[src/rtl/uart_tx_serializer.sv]
// uart_tx_serializer: UART frame serializer (start, LSB-first data, optional parity, stop), one bit per CLK.
// Define UART_TX_TWO_STOP_EN for a two-cycle stop bit.
module uart_tx_serializer #(
    parameter int DATA_WIDTH = 8
) (
    input  logic                  CLK,
    input  logic                  RST,
    input  logic [DATA_WIDTH-1:0] P_DATA,
    input  logic                  Data_Valid,
    input  logic                  PAR_EN,
    input  logic                  PAR_TYP,
    output logic                  TX_OUT,
    output logic                  Busy
);
    localparam int CW = DATA_WIDTH > 1 ? $clog2(DATA_WIDTH) : 1;
    typedef enum logic [2:0] {IDLE, START, DATA, PARITY, STOP} state_t;
    state_t                state;
    logic [DATA_WIDTH-1:0] shift_reg;
    logic [CW-1:0]         bit_cnt;
    logic                  par_en_q;
    logic                  par_bit_q;
`ifdef UART_TX_TWO_STOP_EN
    logic                  stop_cnt;
`endif
    logic                  last_bit;
    assign last_bit = bit_cnt == CW'(DATA_WIDTH - 1);
    // Outputs are loaded with the value of the state being entered, so TX_OUT/Busy stay registered.
    always_ff @(posedge CLK or negedge RST) begin
        if (!RST) begin
            state     <= IDLE;
            shift_reg <= '0;
            bit_cnt   <= '0;
            par_en_q  <= 1'b0;
            par_bit_q <= 1'b0;
            TX_OUT    <= 1'b1;
            Busy      <= 1'b0;
`ifdef UART_TX_TWO_STOP_EN
            stop_cnt  <= 1'b0;
`endif
        end else begin
            case (state)
                IDLE: begin
                    TX_OUT <= !Data_Valid;
                    Busy   <= Data_Valid;
                    if (Data_Valid) begin
                        shift_reg <= P_DATA;
                        par_en_q  <= PAR_EN;
                        par_bit_q <= ^P_DATA ^ PAR_TYP;
                        state     <= START;
                    end
                end
                START: begin
                    state     <= DATA;
                    bit_cnt   <= '0;
                    TX_OUT    <= shift_reg[0];
                    shift_reg <= shift_reg >> 1;
                end
                DATA: begin
                    if (last_bit) begin
                        state  <= par_en_q ? PARITY : STOP;
                        TX_OUT <= par_en_q ? par_bit_q : 1'b1;
`ifdef UART_TX_TWO_STOP_EN
                        stop_cnt <= 1'b0;
`endif
                    end else begin
                        bit_cnt   <= bit_cnt + CW'(1);
                        TX_OUT    <= shift_reg[0];
                        shift_reg <= shift_reg >> 1;
                    end
                end
                PARITY: begin
                    state  <= STOP;
                    TX_OUT <= 1'b1;
`ifdef UART_TX_TWO_STOP_EN
                    stop_cnt <= 1'b0;
`endif
                end
                STOP: begin
                    TX_OUT <= 1'b1;
`ifdef UART_TX_TWO_STOP_EN
                    stop_cnt <= 1'b1;
                    state    <= stop_cnt ? IDLE : STOP;
                    Busy     <= !stop_cnt;
`else
                    state    <= IDLE;
                    Busy     <= 1'b0;
`endif
                end
                default: begin
                    state  <= IDLE;
                    TX_OUT <= 1'b1;
                    Busy   <= 1'b0;
                end
            endcase
        end
    end
endmodule
[config.mk]
export PLATFORM = sky130hd
export DESIGN_NAME = uart_tx_serializer
export DESIGN_NICKNAME = d
export VERILOG_FILES = /design/src/rtl/uart_tx_serializer.sv
export SDC_FILE = /design/constraint.sdc
export NUM_CORES = 1
export LEC_CHECK = 0
export CELL_PAD_IN_SITES_DETAIL_PLACEMENT = 1
export CELL_PAD_IN_SITES_GLOBAL_PLACEMENT = 1
export CORE_ASPECT_RATIO = 1.25
export CORE_MARGIN = 2
export CORE_UTILIZATION = 51
export DETAILED_ROUTE_END_ITERATION = 10
export DONT_BUFFER_PORTS = 1
export GPL_ROUTABILITY_DRIVEN = 0
export MAX_ROUTING_LAYER = met4
export PLACE_DENSITY = 0.77
export SETUP_SLACK_MARGIN = 0.15
export SYNTH_ARGS = -nofsm -noshare
export SYNTH_HDL_FRONTEND = slang
export SYNTH_SLANG_ARGS = --single-unit
[constraint.sdc]
create_clock -name CLK -period 3.53 [get_ports CLK]
set_input_delay 0.8825 -clock CLK [delete_from_list [all_inputs] [get_ports CLK]]
set_output_delay 0.8825 -clock CLK [all_outputs]
set_load 0.03 [all_outputs]
==> qor.log, run 1 <==
[run_status] result of the run finished, final reports clean
[die] Horiz. Die Dim 44.4 um
[drt] met2 WL post-DR 942 um
[clock_tree] total clock buffers created by CTS 3
[worst_setup_path] kind of cell with the highest combined delay on the critical path simple AND/OR/NAND/NOR gates
[power_and_ir_drop] portion of total power attributed to the clock network 0.114
[clock_tree] clock latency reported for the late side of the worst-skew pair 0.29 ns
[worst_setup_path] data arrival time at the worst-slack endpoint 2.24 ns
[drt] topmost layer with routed signal wires met4
[grt] global-route wire length before repair 3110 um
[synth] dominant register cell in the synthesized netlist dfrtp_1
[sta] fmax 0.494 GHz
[clock_tree] hold buffer count at CTS 0
[die] floorplan die area 2420 um^2
[power_and_ir_drop] switching power total 0.391 mW
[clock_tree] buffer type at the clock tree root clkbuf_4
[synth] library cell occupying the most area in the post-synthesis netlist dfrtp_1
[placement] number of cells after detailed placement 112
[die] die height 54.5 um
[sta] post-route minimum period 2.03 ns
[power_and_ir_drop] internal power of the cells 0.557 mW
[sta] period utilisation layout 0.574
[clock_tree] sink count of the clock tree 18
[clock_tree] post-CTS setup buffer count 0
[worst_setup_path] nature of the critical path startpoint register
[drt] total wire length after detailed routing 1810 um
[finish] antenna diode count 0
[clock_tree] number of levels the H-tree was split into 1
[flow_run] max-cap viol count 0
[finish] Post-layout nets 112
[sta] unrepaired setup endpoints after global routing no
[synth] top-area cell type share of the netlist area 0.408
[worst_setup_path] worst stage delay on the critical path 0.59 ns
[synth] Synth async-reset ratio 1.00
[worst_setup_path] count of buffering cells on the critical path with inverters included 0
[finish] synthesis-to-layout area growth 1.20%
[synth] post-synthesis average cell area 10.9 um^2
[synth] number of distinct standard cells referenced by the synthesized netlist 31
[worst_setup_path] most used cell, CP ha_1
[drt] Post-DRT Antenna Nets 0
[sta] Worst Max-Slew Pin Slew 0.690 ns
[sta] final setup TNS 0 ns
[grt] maximum number of pins on one net before global-route repair 19
[power_and_ir_drop] Comb power frac 0.439
[grt] total routing resource utilization after global routing 0.188
[synth] Seq cells post-synth 18
[finish] ratio of cells with drive above 1 in the final layout 0.198
[worst_setup_path] biggest fanout along the worst timing path 16
[drt] number of iterations in the first detailed-routing pass 4
[worst_setup_path] Req. time, crit path 3.74 ns
[grt] vias in the first global route 701
[grt] number of antenna violations at the first check in global routing 0
[worst_setup_path] Critical Path, Cell by Cell ha_1 > ha_1 > o21a_1 > nor3_4 > nand3b_1 > o21ai_0
[drt] average detailed-routed wire length per instance 15.6 um
[synth] Post-Synthesis Net Count 111
[die] Initial Util 0.532
[placement] pre-CTS worst setup slack 1.51 ns
[power_and_ir_drop] final total power 0.948 mW
[power_and_ir_drop] power per unit of standard cell area 899 nW/um^2
[power_and_ir_drop] share of total power in sequential cells 0.447
[die] number of cell rows 18
[drt] amount of wire on met3 after detailed routing 51 um
[sta] slack of the critical path 1.50 ns
[sta] Post-Route Skew 0.00984 ns
[die] total I/O pin count 15
[drt] via count 659
[sta] worst max-slew margin expressed relative to the limit 0.539
[placement] Placed Area 1030 um^2
[worst_setup_path] critical setup path kind register to register
[worst_setup_path] crit end category register
[power_and_ir_drop] net switching fraction of the power 0.412
[drt] total routed wire length on the met1 layer 801 um
[clock_tree] CTS clock-pin slew for the worst setup and hold paths 0.11 ns
[finish] Post-Layout Cell Count 116
[placement] # port buffers 0
[worst_hold_path] worst min-delay path class input port to async pin
[finish] max FFs per register 8
[power_and_ir_drop] largest voltage drop on the vdd net 0.453 mV
[synth] number of warnings reported in the yosys synthesis log 0
[clock_tree] Max Buffers Root-to-Sink 2
[placement] detailed placement HPWL 1400 um
[synth] number of flops mapped to enable cells by yosys 0
[grt] total congestion overflow after global routing 0
[sta] hold violation count in the final report 0
[power_and_ir_drop] leakage component of the power 0.447 nW
[clock_tree] number of cells upsized or downsized after cts 0
[sta] setup violation total in the final timing report 0
[clock_tree] CTS tree done
[die] core outline area 1960 um^2
[drt] number of DRC markers after the initial detailed-route iteration 2
[synth] Synth area leaders dfrtp_1 (41%), mux2i_1 (7.7%), a21oi_2 (5.9%)
[drt] drt drc 0
[synth] cell area after synthesis 1040 um^2
[sta] total count of max-transition violations in the final report 0
[worst_setup_path] Crit-path slowest cell nor3_4
[finish] finished layout cell area 1050 um^2
[synth] cell count after synthesis 96
[synth] part of the Yosys area used for sequential elements 0.433
[drt] mean number of vias per cell 5.68
## Yosys cell counts (2+ instances only)
| cell | n |
|---|---|
| dfrtp_1 | 17 |
| nor2_1 | 13 |
| mux2i_1 | 8 |
| a21oi_2 | 7 |
| nand2_1 | 5 |
| o21ai_0 | 5 |
| xnor2_1 | 5 |
| a21oi_1 | 3 |
| buf_6 | 3 |
| inv_1 | 3 |
| nand2b_1 | 3 |
| a22oi_1 | 2 |
| ha_1 | 2 |
| nor3_1 | 2 |
| o21a_1 | 2 |
## metrics by stage
step,hold WS (ns),util
6_report,0.265,0.538
5_1_grt,0.239,0.538
4_1_cts,0.250,0.538
3_5_place_dp,0.512,0.525
3_3_place_gp,0.503,0.525
2_1_floorplan,0.473,-
## cell families after synthesis
logic type / synth area share
xor gates and xnor gates: 0.0720
muxes: 0.102
and+or+nand+nor: 0.164
DFF: 0.433
adders and majority gates: 0.0240
buffers and inverters: 0.0480
AOI/OAI and AO/OA: 0.156
## cells in the final DEF (no fill, tap or decap)
cell | synthesis | final
xnor2_1 | 5 | 5
a21oi_4 | 1 | 1
inv_1 | 3 | 3
or2_2 | 1 | 1
a22oi_1 | 2 | 2
nor2b_1 | 1 | 1
clkbuf_4 | 0 | 3
nand2b_1 | 3 | 3
o21a_1 | 2 | 2
o22a_1 | 1 | 1
dfstp_2 | 1 | 1
a21oi_2 | 7 | 7
ha_1 | 2 | 2
xnor3_1 | 1 | 1
nor2_1 | 13 | 13
mux2_2 | 1 | 1
dfrtp_1 | 17 | 17
clkbuf_1 | 0 | 1
mux2i_1 | 8 | 8
nor3_1 | 2 | 2
o22ai_1 | 1 | 1
nand3b_1 | 1 | 1
mux2_4 | 1 | 1
o21ai_0 | 5 | 5
a21oi_1 | 3 | 3
nor3_2 | 1 | 1
xor2_1 | 1 | 1
nor3_4 | 1 | 1
nand2_1 | 5 | 5
nand2b_4 | 1 | 1
nor4b_2 | 1 | 1
## area by class of cell
cell class              count  area (um^2)
well taps                  20         25.0
inverters                   3         11.3
flip-flops and latches     18          452
multi-input cells          71          541
clock buffers               4         26.3
fillers                   231          905
## worst reg2reg max path, stage by stage (launching register included)
cell	delay, ns
dfrtp_1	0.42
ha_1	0.22
ha_1	0.25
o21a_1	0.23
nor3_4	0.59
nand3b_1	0.13
o21ai_0	0.10
## metal layers
| layer | GRT usage | vias up |
|---|---|---|
| met4 | 0.0909 | 0 |
| met2 | 0.319 | 11 |
| met1 | 0.222 | 316 |
| li1 | - | 330 |
| met3 | 0.0198 | 2 |
| met5 | - | - |
## power groups by stage
stage	sequential, mW	clock, mW	combinational [mW]
after global placement	0.427	0	0.409
after global routing	0.439	0.120	0.471
after floorplan	0.377	0	0.429
after detailed placement	0.429	0	0.426
final	0.424	0.108	0.416
after CTS	0.426	0.113	0.425
## final timing paths
check,startpoint,end,slack (ns),depth (start not counted)
worst min-delay path,RST,bit_cnt[2]$_DFFE_PN0P_,0.26,0
worst max register to register,bit_cnt[0]$_DFFE_PN0P_,shift_reg[7]$_DFFE_PN0P_,1.50,6
worst min register to register,par_bit_q$_DFFE_PN0P_,par_bit_q$_DFFE_PN0P_,0.53,1
max in group asynchronous,RST,TX_OUT$_DFF_PN1_,3.08,0
min in group CLK,par_bit_q$_DFFE_PN0P_,par_bit_q$_DFFE_PN0P_,0.53,1
worst max-delay path,bit_cnt[0]$_DFFE_PN0P_,shift_reg[7]$_DFFE_PN0P_,1.50,6
Note: power is estimated with default switching activity, not from simulation.
==> run 2: changes to the inputs <==
- CORE_UTILIZATION: 51 -> 48
- PLACE_DENSITY: 0.77 -> 0.73
- clock period: 3.53 -> 2.05 ns (I/O delays scaled with it)
==> run 2 against run 1 <==
Against the previous run: non-clock buffer count is 3 higher; first-iteration DRC count is 100% higher; critical path depth is 1 higher; sequential cell count stayed put; sequential share of layout area is 1.5 points lower; clock skew is 0.0032 ns lower; worst setup slack worse by 1.2 ns; via count is 5.6% higher; final cell count is 2.6% higher; cell area is 3.7% higher; register-to-register slack worse by 1.2 ns; worst hold slack worse by 0.22 ns; largest cell class unchanged.
==> qor.log, run 2 (synthesized netlist as in run 1, its figures left out) <==
[worst_setup_path] worst stage delay on the critical path 0.43 ns [-0.16 ns]
[die] die height 56.1 um [+2.9%]
[flow_run] max-cap viol count 0 [unchanged]
[run_status] result of the run finished, final reports clean
[worst_setup_path] Reg2Reg Depth 7 [+1]
[worst_setup_path] internal reg-to-reg setup slack 0.33 ns [-1.18 ns]
[sta] final setup TNS 0 ns [unchanged]
[worst_setup_path] reg-to-reg critical path endpoint shift_reg[3]$_DFFE_PN0P_
[sta] Post-Route Skew 0.00662 ns [-0.00321 ns]
[power_and_ir_drop] power per unit of standard cell area 1580 nW/um^2 [+75%]
[worst_setup_path] count of buffering cells on the critical path with inverters included 1 [+1]
[drt] number of iterations in the first detailed-routing pass 3 [-1]
[die] total I/O pin count 15 [unchanged]
[drt] number of DRC markers after the initial detailed-route iteration 4 [+2]
[worst_setup_path] Critical Path, Cell by Cell ha_1 > ha_1 > o21a_1 > nor3_4 > buf_6 > nor2_1 > a21oi_2
[worst_setup_path] nature of the critical path startpoint register
[drt] average detailed-routed wire length per instance 16.7 um [+7.2%]
[die] Horiz. Die Dim 45.7 um [+2.8%]
[sta] unrepaired setup endpoints after global routing no
[sta] post-route minimum period 1.72 ns [-0.301 ns]
[worst_setup_path] kind of cell with the highest combined delay on the critical path adder cells
[sta] fmax 0.580 GHz [+17%]
[worst_setup_path] Req. time, crit path 2.28 ns [-1.46 ns]
[grt] vias in the first global route 746 [+6.4%]
[finish] commonest cells after routing, fill and taps aside dfrtp_1 (17), nor2_1 (13), mux2i_1 (8)
[grt] total congestion overflow after global routing 0 [unchanged]
[placement] number of cells after detailed placement 114 [+1.8%]
[worst_setup_path] data arrival time at the worst-slack endpoint 1.96 ns [-0.28 ns]
[power_and_ir_drop] largest voltage drop on the vdd net 0.654 mV [+44%]
[clock_tree] Max Buffers Root-to-Sink 2 [unchanged]
[power_and_ir_drop] leakage component of the power 0.468 nW [+4.8%]
[worst_setup_path] critical setup path kind register to register
[finish] max FFs per register 8 [unchanged]
[clock_tree] number of levels the H-tree was split into 1 [unchanged]
[finish] Post-layout nets 115 [+2.7%]
[finish] synthesis-to-layout area growth 4.92%
[clock_tree] CTS clock-pin slew for the worst setup and hold paths 0.11 ns [about the same]
[clock_tree] buffer type at the clock tree root clkbuf_4
[finish] Post-Layout Cell Count 119 [+2.6%]
[worst_setup_path] Crit-path slowest cell dfrtp_1
[finish] ratio of cells with drive above 1 in the final layout 0.222 [+0.0243]
[sta] worst max-slew margin expressed relative to the limit 0.471 [-0.0676]
[clock_tree] clock latency reported for the late side of the worst-skew pair 0.30 ns [about the same]
[placement] # port buffers 0 [unchanged]
[worst_hold_path] worst min-delay path class input port to async pin
[drt] mean number of vias per cell 5.85 [+3.0%]
[worst_setup_path] Worst R2R Start bit_cnt[0]$_DFFE_PN0P_
[finish] most common cell after layout, fill and taps aside dfrtp_1
[clock_tree] CTS tree done
[power_and_ir_drop] portion of total power attributed to the clock network 0.128 [+0.014]
[sta] period utilisation layout 0.841 [+0.267]
[grt] global-route wire length before repair 3480 um [+12%]
[power_and_ir_drop] switching power total 0.700 mW [+79%]
[power_and_ir_drop] share of total power in sequential cells 0.420 [-0.027]
[sta] setup violation total in the final timing report 0 [unchanged]
[placement] detailed placement HPWL 1510 um [+8.3%]
[die] Initial Util 0.520 [-0.0120]
[drt] total wire length after detailed routing 1990 um [+10%]
[drt] via count 696 [+5.6%]
[grt] number of antenna violations at the first check in global routing 0 [unchanged]
[finish] Storage cell area 452 um^2 [unchanged]
[sta] Worst Max-Slew Pin Slew 0.791 ns [+0.101 ns]
[worst_setup_path] CP endpoint shift_reg[3]$_DFFE_PN0P_
[grt] total routing resource utilization after global routing 0.195 [+0.00731]
[die] number of cell rows 18 [unchanged]
[worst_setup_path] biggest fanout along the worst timing path 16 [unchanged]
[grt] maximum number of pins on one net before global-route repair 18 [-1]
[finish] antenna diode count 0 [unchanged]
[power_and_ir_drop] Comb power frac 0.452 [+0.013]
[drt] drt drc 0 [unchanged]
[drt] Post-DRT Antenna Nets 0 [unchanged]
[sta] hold violation count in the final report 0 [unchanged]
[worst_setup_path] crit end category register
[power_and_ir_drop] net switching fraction of the power 0.406 [-0.00630]
[finish] Filler Cell Count 219 [-5.2%]
[clock_tree] sink count of the clock tree 18 [unchanged]
[sta] total count of max-transition violations in the final report 0 [unchanged]
[clock_tree] total clock buffers created by CTS 3 [unchanged]
[power_and_ir_drop] internal power of the cells 1.02 mW [+84%]
[die] core outline area 2000 um^2 [+2.3%]
[worst_setup_path] number of logic stages on the critical path including buffering 7 [+1]
[die] floorplan die area 2560 um^2 [+5.7%]
[worst_setup_path] worst setup path startpoint bit_cnt[0]$_DFFE_PN0P_
[finish] area of the multi-input gates 541 um^2 [unchanged]
[worst_setup_path] most used cell, CP ha_1
-- run 2: worst min path at each step --
stage | from | slack, ns | endpoint | cells past startpoint
finish | RST | 0.05 | TX_OUT$_DFF_PN1_ | 0
global route | RST | 0.01 | TX_OUT$_DFF_PN1_ | 0
CTS | RST | 0.03 | TX_OUT$_DFF_PN1_ | 0
detailed placement | RST | 0.22 | state[1]$_DFFE_PN0P_ | 0
global placement | RST | 0.22 | state[1]$_DFFE_PN0P_ | 0
floorplan | RST | 0.22 | Busy$_DFFE_PN0N_ | 0
-- run 2: layout make-up --
cell class / count / area share
Clock buffer: 4 / 0.0332
Inverter: 3 / 0.0103
Multi-Input combinational cell: 71 / 0.494
Sequential cell: 18 / 0.413
Tap cell: 20 / 0.0229
Timing Repair Buffer: 3 / 0.0263
-- run 2: power by group through the flow --
stage          Sequential (mW)  Combinational, mW  Clock (mW)
2_1_floorplan            0.648              0.738           0
3_3_place_gp             0.723              0.743           0
3_5_place_dp             0.733              0.772           0
4_1_cts                  0.725              0.784       0.230
5_1_grt                  0.751              0.884       0.251
6_report                 0.724              0.780       0.220
-- run 2: metrics by stage --
step | worst slack [ns] | hold slack [ns] | instance area [um^2] | power, mW | utilization
3_5_place_dp | 0.308 | 0.217 | 1040 | 1.50 | 0.521
5_1_grt | 0.169 | 0.0141 | 1090 | 1.89 | 0.546
3_3_place_gp | 0.364 | 0.217 | 1040 | 1.47 | 0.521
2_1_floorplan | 0.380 | 0.217 | 1040 | 1.39 | -
6_report | 0.326 | 0.0477 | 1090 | 1.72 | 0.546
4_1_cts | 0.281 | 0.0329 | 1090 | 1.74 | 0.544
-- run 2: what timing repair did --
item / CTS / global route
hold buffers: 1 / 0
gates resized for setup: 0 / 1
buffers inserted: 0 / 0
setup endpoints to repair: 0 / 3
endpoints found under the hold margin: 17 / 0
-- run 2: layer usage --
metal | track usage | vias to the layer above | share of wire
met5 | - | - | 0
met4 | 0.109 | 0 | 0.025
met3 | 0.0260 | 6 | 0.039
met2 | 0.304 | 14 | 0.54
met1 | 0.233 | 342 | 0.40
li1 | - | 334 | -
==> run 3: changes to the inputs <==
- CORE_UTILIZATION: 48 -> 43
- PLACE_DENSITY: 0.73 -> 0.68
- clock period: 2.05 -> 1.42 ns (I/O delays scaled with it)
==> run 3 against run 2 <==
Against the previous run: the flow now finishes with violations (setup timing); total power grew 67%; cell area grew 21%; critical path depth is the same; sequential share of layout area shrank 7.0 points; clock skew grew 0.0025 ns; worst hold slack gained 0.14 ns; global-route usage shrank 1.5 points; die area grew 11%; clock power grew 21%; sequential power grew 40%; routed wire length grew 1.8%; worst setup slack lost 0.43 ns.
==> qor.log, run 3 (synthesized netlist as in run 1, its figures left out) <==
[run_status] result of the run complete, but fails checks
[run_status] failing checks setup timing
[worst_setup_path] kind of cell with the highest combined delay on the critical path flip-flops
[sta] slack of the critical path -0.107 ns [-0.433 ns]
[sta] period utilisation layout 1.08 [+0.234]
[clock_tree] number of levels the H-tree was split into 1 [unchanged]
[placement] number of cells after detailed placement 135 [+18%]
[power_and_ir_drop] share of total power in sequential cells 0.349 [-0.071]
[power_and_ir_drop] leakage component of the power 0.572 nW [+22%]
[sta] post-route minimum period 1.53 ns [-0.197 ns]
[finish] Post-Layout Cell Count 143 [+20%]
[sta] setup violation total in the final timing report 13 [+13]
[sta] hold violation count in the final report 0 [unchanged]
[sta] total count of max-transition violations in the final report 0 [unchanged]
[drt] number of DRC markers after the initial detailed-route iteration 4 [unchanged]
[die] die height 59.0 um [+5.2%]
[sta] worst max-slew margin expressed relative to the limit 0.452 [-0.0193]
[worst_setup_path] count of buffering cells on the critical path with inverters included 1 [unchanged]
[drt] average detailed-routed wire length per instance 14.2 um [-15%]
[finish] ratio of cells with drive above 1 in the final layout 0.455 [+0.233]
[die] number of cell rows 19 [+1]
[grt] number of antenna violations at the first check in global routing 0 [unchanged]
[drt] Post-DRT Antenna Nets 0 [unchanged]
[drt] via count 736 [+5.7%]
[placement] detailed placement HPWL 1590 um [+5.1%]
[grt] vias in the first global route 837 [+12%]
[sta] unrepaired setup endpoints after global routing yes
[flow_run] max-cap viol count 0 [unchanged]
[die] core outline area 2260 um^2 [+13%]
[grt] total congestion overflow after global routing 0 [unchanged]
[finish] max FFs per register 8 [unchanged]
[clock_tree] sink count of the clock tree 18 [unchanged]
[sta] worst hold margin 0.193 ns [+0.145 ns]
[power_and_ir_drop] final total power 2.88 mW [+67%]
[worst_hold_path] Hold Crit Depth 2
[clock_tree] CTS clock-pin slew for the worst setup and hold paths 0.11 ns [about the same]
[grt] total routing resource utilization after global routing 0.180 [-0.0154]
[power_and_ir_drop] internal power of the cells 1.74 mW [+70%]
[clock_tree] CTS tree done
[grt] global-route wire length before repair 3460 um [-0.60%]
[die] Initial Util 0.461 [-0.0585]
[drt] total wire length after detailed routing 2030 um [+1.8%]
[power_and_ir_drop] net switching fraction of the power 0.394 [-0.0121]
[worst_setup_path] worst stage delay on the critical path 0.41 ns [-0.02 ns]
[drt] drt drc 0 [unchanged]
[worst_setup_path] crit end category register
[worst_setup_path] Critical Path, Cell by Cell ha_2 > ha_4 > o21a_1 > nor3_4 > buf_12 > nor2_1 > a21oi_2
[placement] # port buffers 0 [unchanged]
[grt] maximum number of pins on one net before global-route repair 19 [+1]
[clock_tree] clock latency reported for the late side of the worst-skew pair 0.29 ns [about the same]
[finish] commonest cells after routing, fill and taps aside dfrtp_1 (16), buf_4 (11), nor2_1 (9)
[worst_setup_path] Crit-path slowest cell dfrtp_1
[clock_tree] total clock buffers created by CTS 3 [unchanged]
[worst_setup_path] internal reg-to-reg setup slack -0.11 ns [-0.43 ns]
[die] floorplan die area 2840 um^2 [+11%]
[power_and_ir_drop] portion of total power attributed to the clock network 0.092 [-0.036]
[power_and_ir_drop] Comb power frac 0.559 [+0.107]
[power_and_ir_drop] switching power total 1.13 mW [+62%]
[die] Horiz. Die Dim 48.0 um [+5.2%]
[worst_setup_path] biggest fanout along the worst timing path 16 [unchanged]
[worst_hold_path] worst min-delay path class input port to register
[worst_setup_path] nature of the critical path startpoint register
[finish] synthesis-to-layout area growth 26.7%
[clock_tree] buffer type at the clock tree root clkbuf_4
[clock_tree] Max Buffers Root-to-Sink 2 [unchanged]
[finish] antenna diode count 0 [unchanged]
[sta] Worst Max-Slew Pin Slew 0.822 ns [+0.0315 ns]
[worst_setup_path] Reg2Reg Depth 7 [unchanged]
[power_and_ir_drop] power per unit of standard cell area 2180 nW/um^2 [+38%]
[finish] most common cell after layout, fill and taps aside dfrtp_1
[worst_setup_path] critical setup path kind register to register
[die] total I/O pin count 15 [unchanged]
[drt] mean number of vias per cell 5.15 [-12%]
[finish] Post-layout nets 128 [+11%]
[finish] Filler Cell Count 252 [+15%]
[worst_setup_path] number of logic stages on the critical path including buffering 7 [unchanged]
[worst_setup_path] Req. time, crit path 1.64 ns [-0.64 ns]
[sta] Post-Route Skew 0.00911 ns [+0.00248 ns]
[power_and_ir_drop] largest voltage drop on the vdd net 1.06 mV [+62%]
[drt] number of iterations in the first detailed-routing pass 2 [-1]
[sta] fmax 0.655 GHz [+13%]
[worst_setup_path] data arrival time at the worst-slack endpoint 1.75 ns [-0.21 ns]
[run 3: cell types whose count changed in the layout (fill, tap and decap cells not counted), sizes merged]
cell / change
buf: +13
dlygate4sd3: -1
dlymetal6s4s: +1
[run 3: power by group through the flow]
stage | Sequential (mW) | Combinational (mW) | Clock [mW]
after floorplan | 0.945 | 1.11 | 0
after global placement | 1.00 | 1.44 | 0
after detailed placement | 1.01 | 1.48 | 0
after CTS | 1.01 | 1.59 | 0.283
after global routing | 1.04 | 1.78 | 0.313
final | 1.01 | 1.61 | 0.266
[run 3: path summary, 6_finish.rpt]
| check | from | end |
|---|---|---|
| max reg2reg | bit_cnt[0]$_DFFE_PN0P_ | shift_reg[2]$_DFFE_PN0P_ |
| max in group asynchronous | RST | state[0]$_DFFE_PN0P_ |
| min | Data_Valid | Busy$_DFFE_PN0N_ |
| min reg2reg | shift_reg[7]$_DFFE_PN0P_ | shift_reg[7]$_DFFE_PN0P_ |
| max | bit_cnt[0]$_DFFE_PN0P_ | shift_reg[2]$_DFFE_PN0P_ |
| min in group asynchronous | RST | bit_cnt[2]$_DFFE_PN0P_ |
[run 3: per-layer routing]
| layer | global-route usage | share of wire | routed length (um) |
|---|---|---|---|
| met1 | 0.206 | 0.42 | 843 |
| met2 | 0.303 | 0.55 | 1110 |
| met3 | 0.0274 | 0.026 | 53 |
| met4 | 0.0695 | 0.0084 | 17 |
| met5 | - | 0 | 0 |
[run 3: timing repair]
action / 4_1_cts / 5_1_grt
hold buffers: 1 / 0
gates cloned: 0 / 0
resized for setup: 12 / 11
endpoints found under the setup margin: 18 / 19
buffers inserted: 3 / 0
endpoints found under the hold margin: 18 / 0
pin swaps: 6 / 4
[run 3: cell type report]
type                    count  area, um^2  share of cell area
well taps                  31        38.8              0.0294
repair buffers             16         158               0.119
flip-flops and latches     18         453               0.343
clock buffers               4        26.3              0.0199
multi-input cells          71         633               0.480
inverters                   3        11.3             0.00853
[run 3: through the flow]
stage / utilization / setup slack [ns] / TNS [ns] / instance area [um^2]
finish: 0.584 / -0.107 / -0.967 / 1320
CTS: 0.568 / -0.133 / -1.21 / 1280
global route: 0.584 / -0.196 / -1.99 / 1320
global placement: 0.529 / -0.0861 / -0.619 / 1190
floorplan: - / -0.126 / -1.11 / 1080
detailed placement: 0.529 / -0.114 / -0.986 / 1190
[run 3: worst reg2reg max path: stages (launching register included)]
cell and delay, ns:
dfrtp_1 0.41, ha_2 0.19, ha_4 0.15, o21a_1 0.21, nor3_4 0.16, buf_12 0.18
nor2_1 0.06, a21oi_2 0.09
==> RTL edit 1, RTL diff (flow settings as in run 3) <==
Make the reset (`RST`) synchronous in one clocked block.
--- a/src/rtl/uart_tx_serializer.sv
+++ b/src/rtl/uart_tx_serializer.sv
@@ -25,7 +25,7 @@
     logic                  last_bit;
     assign last_bit = bit_cnt == CW'(DATA_WIDTH - 1);
     // Outputs are loaded with the value of the state being entered, so TX_OUT/Busy stay registered.
-    always_ff @(posedge CLK or negedge RST) begin
+    always_ff @(posedge CLK) begin
         if (!RST) begin
             state     <= IDLE;
             shift_reg <= '0;
Behaviour: differs if RST is asserted again (counterexample within 4 cycles, from zero or initial values and one cycle with RST low); with RST held inactive, the same outputs for 10 cycles.
==> RTL edit 1 against run 3 <==
The run still ends with setup timing left. Fmax shrank 17%. Worst hold slack got worse by 36 ps. Area after synthesis down 7.7%. Wire length grew 44%. Final area grew 2.6%. Setup slack got worse by 310 ps. Sequential share of layout area fell by 7.2 points. Sequential cell count unchanged.
Power is not compared: it rests on default switching activity, and its combinational part moved more than twofold at a synthesized area within 25%.
==> RTL edit 1: results <==
hold_path:
  hold-path-cell-count: 1
drt:
  drt-vias-per-instance: 5.46
  wire_per_inst_um: 18.2
  drtIter0Drc: 8
global_route:
  grt_pass1_wl_um: 4130
  use_met1_pct: 24.5
  grt_use_met3_pct: 4.82
sta:
  setup_slack_ps: -421
  max_freq_mhz: 543
  finClkSkew_ps: 1.86
  setup_viol: 14
yosys:
  yosysUniqueCellTypes: 33
  ys_seq_area_share_pct: 37.5
  netlist_top_cells_count: "18 x dfxtp_1, 16 x nor2_1, 10 x nand2_1, 8 x o21ai_0, 6 x a21oi_1"
  synthTopCellsByArea: "dfxtp_1 37%, nor2_1 6.2%, a311oi_2 4.7%, o21ai_0 4.2%, nand2_1 3.9%"
  synthAdderAreaFrac_pct: 2.60
finish:
  fillers: 245
  nonClkBufAreaFrac_pct: 17.1
  layout-drive-gt1-share_pct: 41.9
  regArea_um2: 367
  clkCellAreaFrac_pct: 2.68
  seq_cells: 18
  inverters: 4
  multi_input_area_share_pct: 49.2
status:
  status: "finished with violations"
  violations: "setup timing"
worst_setup_path:
  reg2reg_to: "shift_reg[4]"
  startpoint: "bit_cnt[0]"
place:
  dp.cells: 145
==> RTL edit 1: cell types whose count changed in the layout (fill, tap and decap cells not counted), sizes merged, moves of 3 or more <==
| cell | change |
|---|---|
| dfrtp | -17 |
| a311oi | +7 |
| a21oi | -3 |
| o21ai | +3 |
| buf | +7 |
| nor3 | -3 |
| dfxtp | +18 |
| mux2i | -6 |
| nor2 | +4 |
| nand2 | +5 |
==> RTL edit 1: cells by family after synthesis <==
group,count (synthesis)
mux,3
simple gates,40
fa+ha+maj,2
buf+inv,9
compound gates,28
xor+xnor,7
flops,18
==> RTL edit 1: stage by stage <==
stage               utilization, %  setup slack [ps]  instance area (um2)  setup TNS, ps
finish                        62.6              -421                 1350          -4570
global route                  62.6              -460                 1350          -5240
CTS                           57.0              -348                 1230          -3760
detailed placement            51.5              -467                 1110          -4720
global placement              51.5              -455                 1110          -4240
floorplan                        -              -312                 1020          -2900
==> RTL edit 2, RTL diff (flow settings as in run 3) <==
Without the edit above. The option `UART_TX_TWO_STOP_EN` is turned on by a define.
--- a/src/rtl/uart_tx_serializer.sv
+++ b/src/rtl/uart_tx_serializer.sv
@@ -1,5 +1,7 @@
 // uart_tx_serializer: UART frame serializer (start, LSB-first data, optional parity, stop), one bit per CLK.
 // Define UART_TX_TWO_STOP_EN for a two-cycle stop bit.
+`define UART_TX_TWO_STOP_EN
+
 module uart_tx_serializer #(
     parameter int DATA_WIDTH = 8
 ) (
Check against the original RTL: no difference found for any inputs over 10 cycles, from zero or initial values and one cycle with RST low; that may be too few to reach the edited logic, so the function may still have changed.
==> RTL edit 2 against run 3 <==
The run still ends with setup timing left. Wire length up 28%. Area after synthesis up 3.2%. Total power up 13%. First-iteration DRC count rose to 2.8 times the old value. Setup slack better by 77 ps. Cell count up 6.3%. Count of clock-buffer cells in the layout unchanged. Sequential cell count up 1. Largest cell class unchanged. Final area up 0.95%.
==> RTL edit 2: results <==
worst_setup_path:
  arrival_ps: 1650
  crit_slowest_cell: "dfrtp_1"
  cp_max_fo: 8
  max_stage_delay_ps: 480
  cpLargestDelayFamily: "flip-flops"
place:
  hpwl_um: 1830
  port_buffers: 0
  placed_area_um2: 1210
  pre_cts_slack_ps: -73.9
power_and_ir_drop:
  power.share.clock_pct: 8.7
  power_frac_seq_pct: 33.9
  peakVddDrop_mv: 1.11
  switching_share_pct: 41.9
  pg_seq_mw: 1.10
  cellLeakagePower_nw: 0.573
finish:
  nets: 135
  final_design_area_no_fill_um2: 1330
  antenna_cells: 0
  largest_register_ffs: 8
  layout-drive-gt1-share_pct: 36.1
  fillers: 281
global_route:
  first_global_vias: 899
  grt_max_degree: 20
  gr-usage-all-layers_pct: 20.1
  antenna_found_initial: 0
  grt_pass1_wl_um: 4170
sta:
  setup_slack_ps: -30.2
  tightest_slew_ps: 864
  finClkSkew_ps: 3.74
  finalSetupTns_ps: -83.6
  holdWs_ps: 180
  setup_viol: 6
clock_network:
  htreeDepth: 1
  clockBufferDepth: 2
  cts_buffers: 3
  insertion_delay_ps: 300
  root_buffer: "clkbuf_4"
drt:
  drt_wl_total_um: 2590
  dr.pass1.iters: 4
  route.vias.total: 818
  wire_per_inst_um: 17.0
  drtIter0Drc: 11
yosys:
  synth_warnings: 0
  avgSynthCellArea_um2: 10.4
  ys_seq_area_share_pct: 44.3
  synthesis.nets: 118
  netlist_top_cells_count: "18 x dfrtp_1, 11 x nor2_1, 9 x mux2i_1, 9 x o21ai_1, 8 x nand2_1"
  synthTopCellsByArea: "dfrtp_1 42%, mux2i_1 8.4%, o21ai_1 4.2%, a21oi_2 4.1%, xnor2_1 4.1%"
  synth-async-reset-ratio_pct: 100
  yosysUniqueCellTypes: 26
status:
  violations: "setup timing"
  status: "finished with violations"
hold_path:
  hp-class: "in2reg"
RTL edit 2: metal layers:
metal | wire length (um) | vias up | track usage [%]
met5 | 0 | - | -
met4 | 45 | 0 | 8.57
met3 | 97 | 5 | 3.50
met2 | 1420 | 14 | 37.0
met1 | 1030 | 407 | 21.4
li1 | - | 392 | -
RTL edit 2: cell type report:
class | count | area share (%)
timing repair buffer | 15 | 9.86
sequential | 19 | 35.8
tap | 33 | 3.10
clock buffer | 4 | 1.97
multi-input combinational | 76 | 47.9
inverter | 5 | 1.41
RTL edit 2: kinds of logic after synthesis:
logic type	Yosys count	share of synthesized area, %
adder cells (fa/ha/maj)	2	2.33
XOR/XNOR	7	6.98
multiplexers	10	9.42
AO/OA/AOI/OAI	27	18.5
flip-flops	19	44.3
AND/OR/NAND/NOR	29	13.1
buffers and inverters	9	5.35
RTL edit 2: path summary, 6_finish.rpt:
path	endpoint	cells after the start	start
max in group asynchronous	bit_cnt[2]	1	RST
setup / recovery	shift_reg[0]	5	state[1]
setup reg to reg	shift_reg[0]	5	state[1]
min in group asynchronous	state[2]	1	RST
hold / removal	par_en_q	2	PAR_EN
hold reg to reg	stop_cnt	2	stop_cnt
RTL edit 2: what timing repair did:
action | CTS | global route
setup buffers | 1 | 1
endpoints found under the setup margin | 16 | 18
cloned | 1 | 0
pin swaps | 4 | 1
hold buffers | 1 | 0
resized for setup | 9 | 6
endpoints found under the hold margin | 19 | 0
RTL edit 2: worst register-to-register path, stage by stage, from the launching register on:
cell,delay (ps)
dfrtp_1,480
nand2b_4,200
a21oi_4,170
buf_12,140
mux2i_1,270
a21oi_2,90
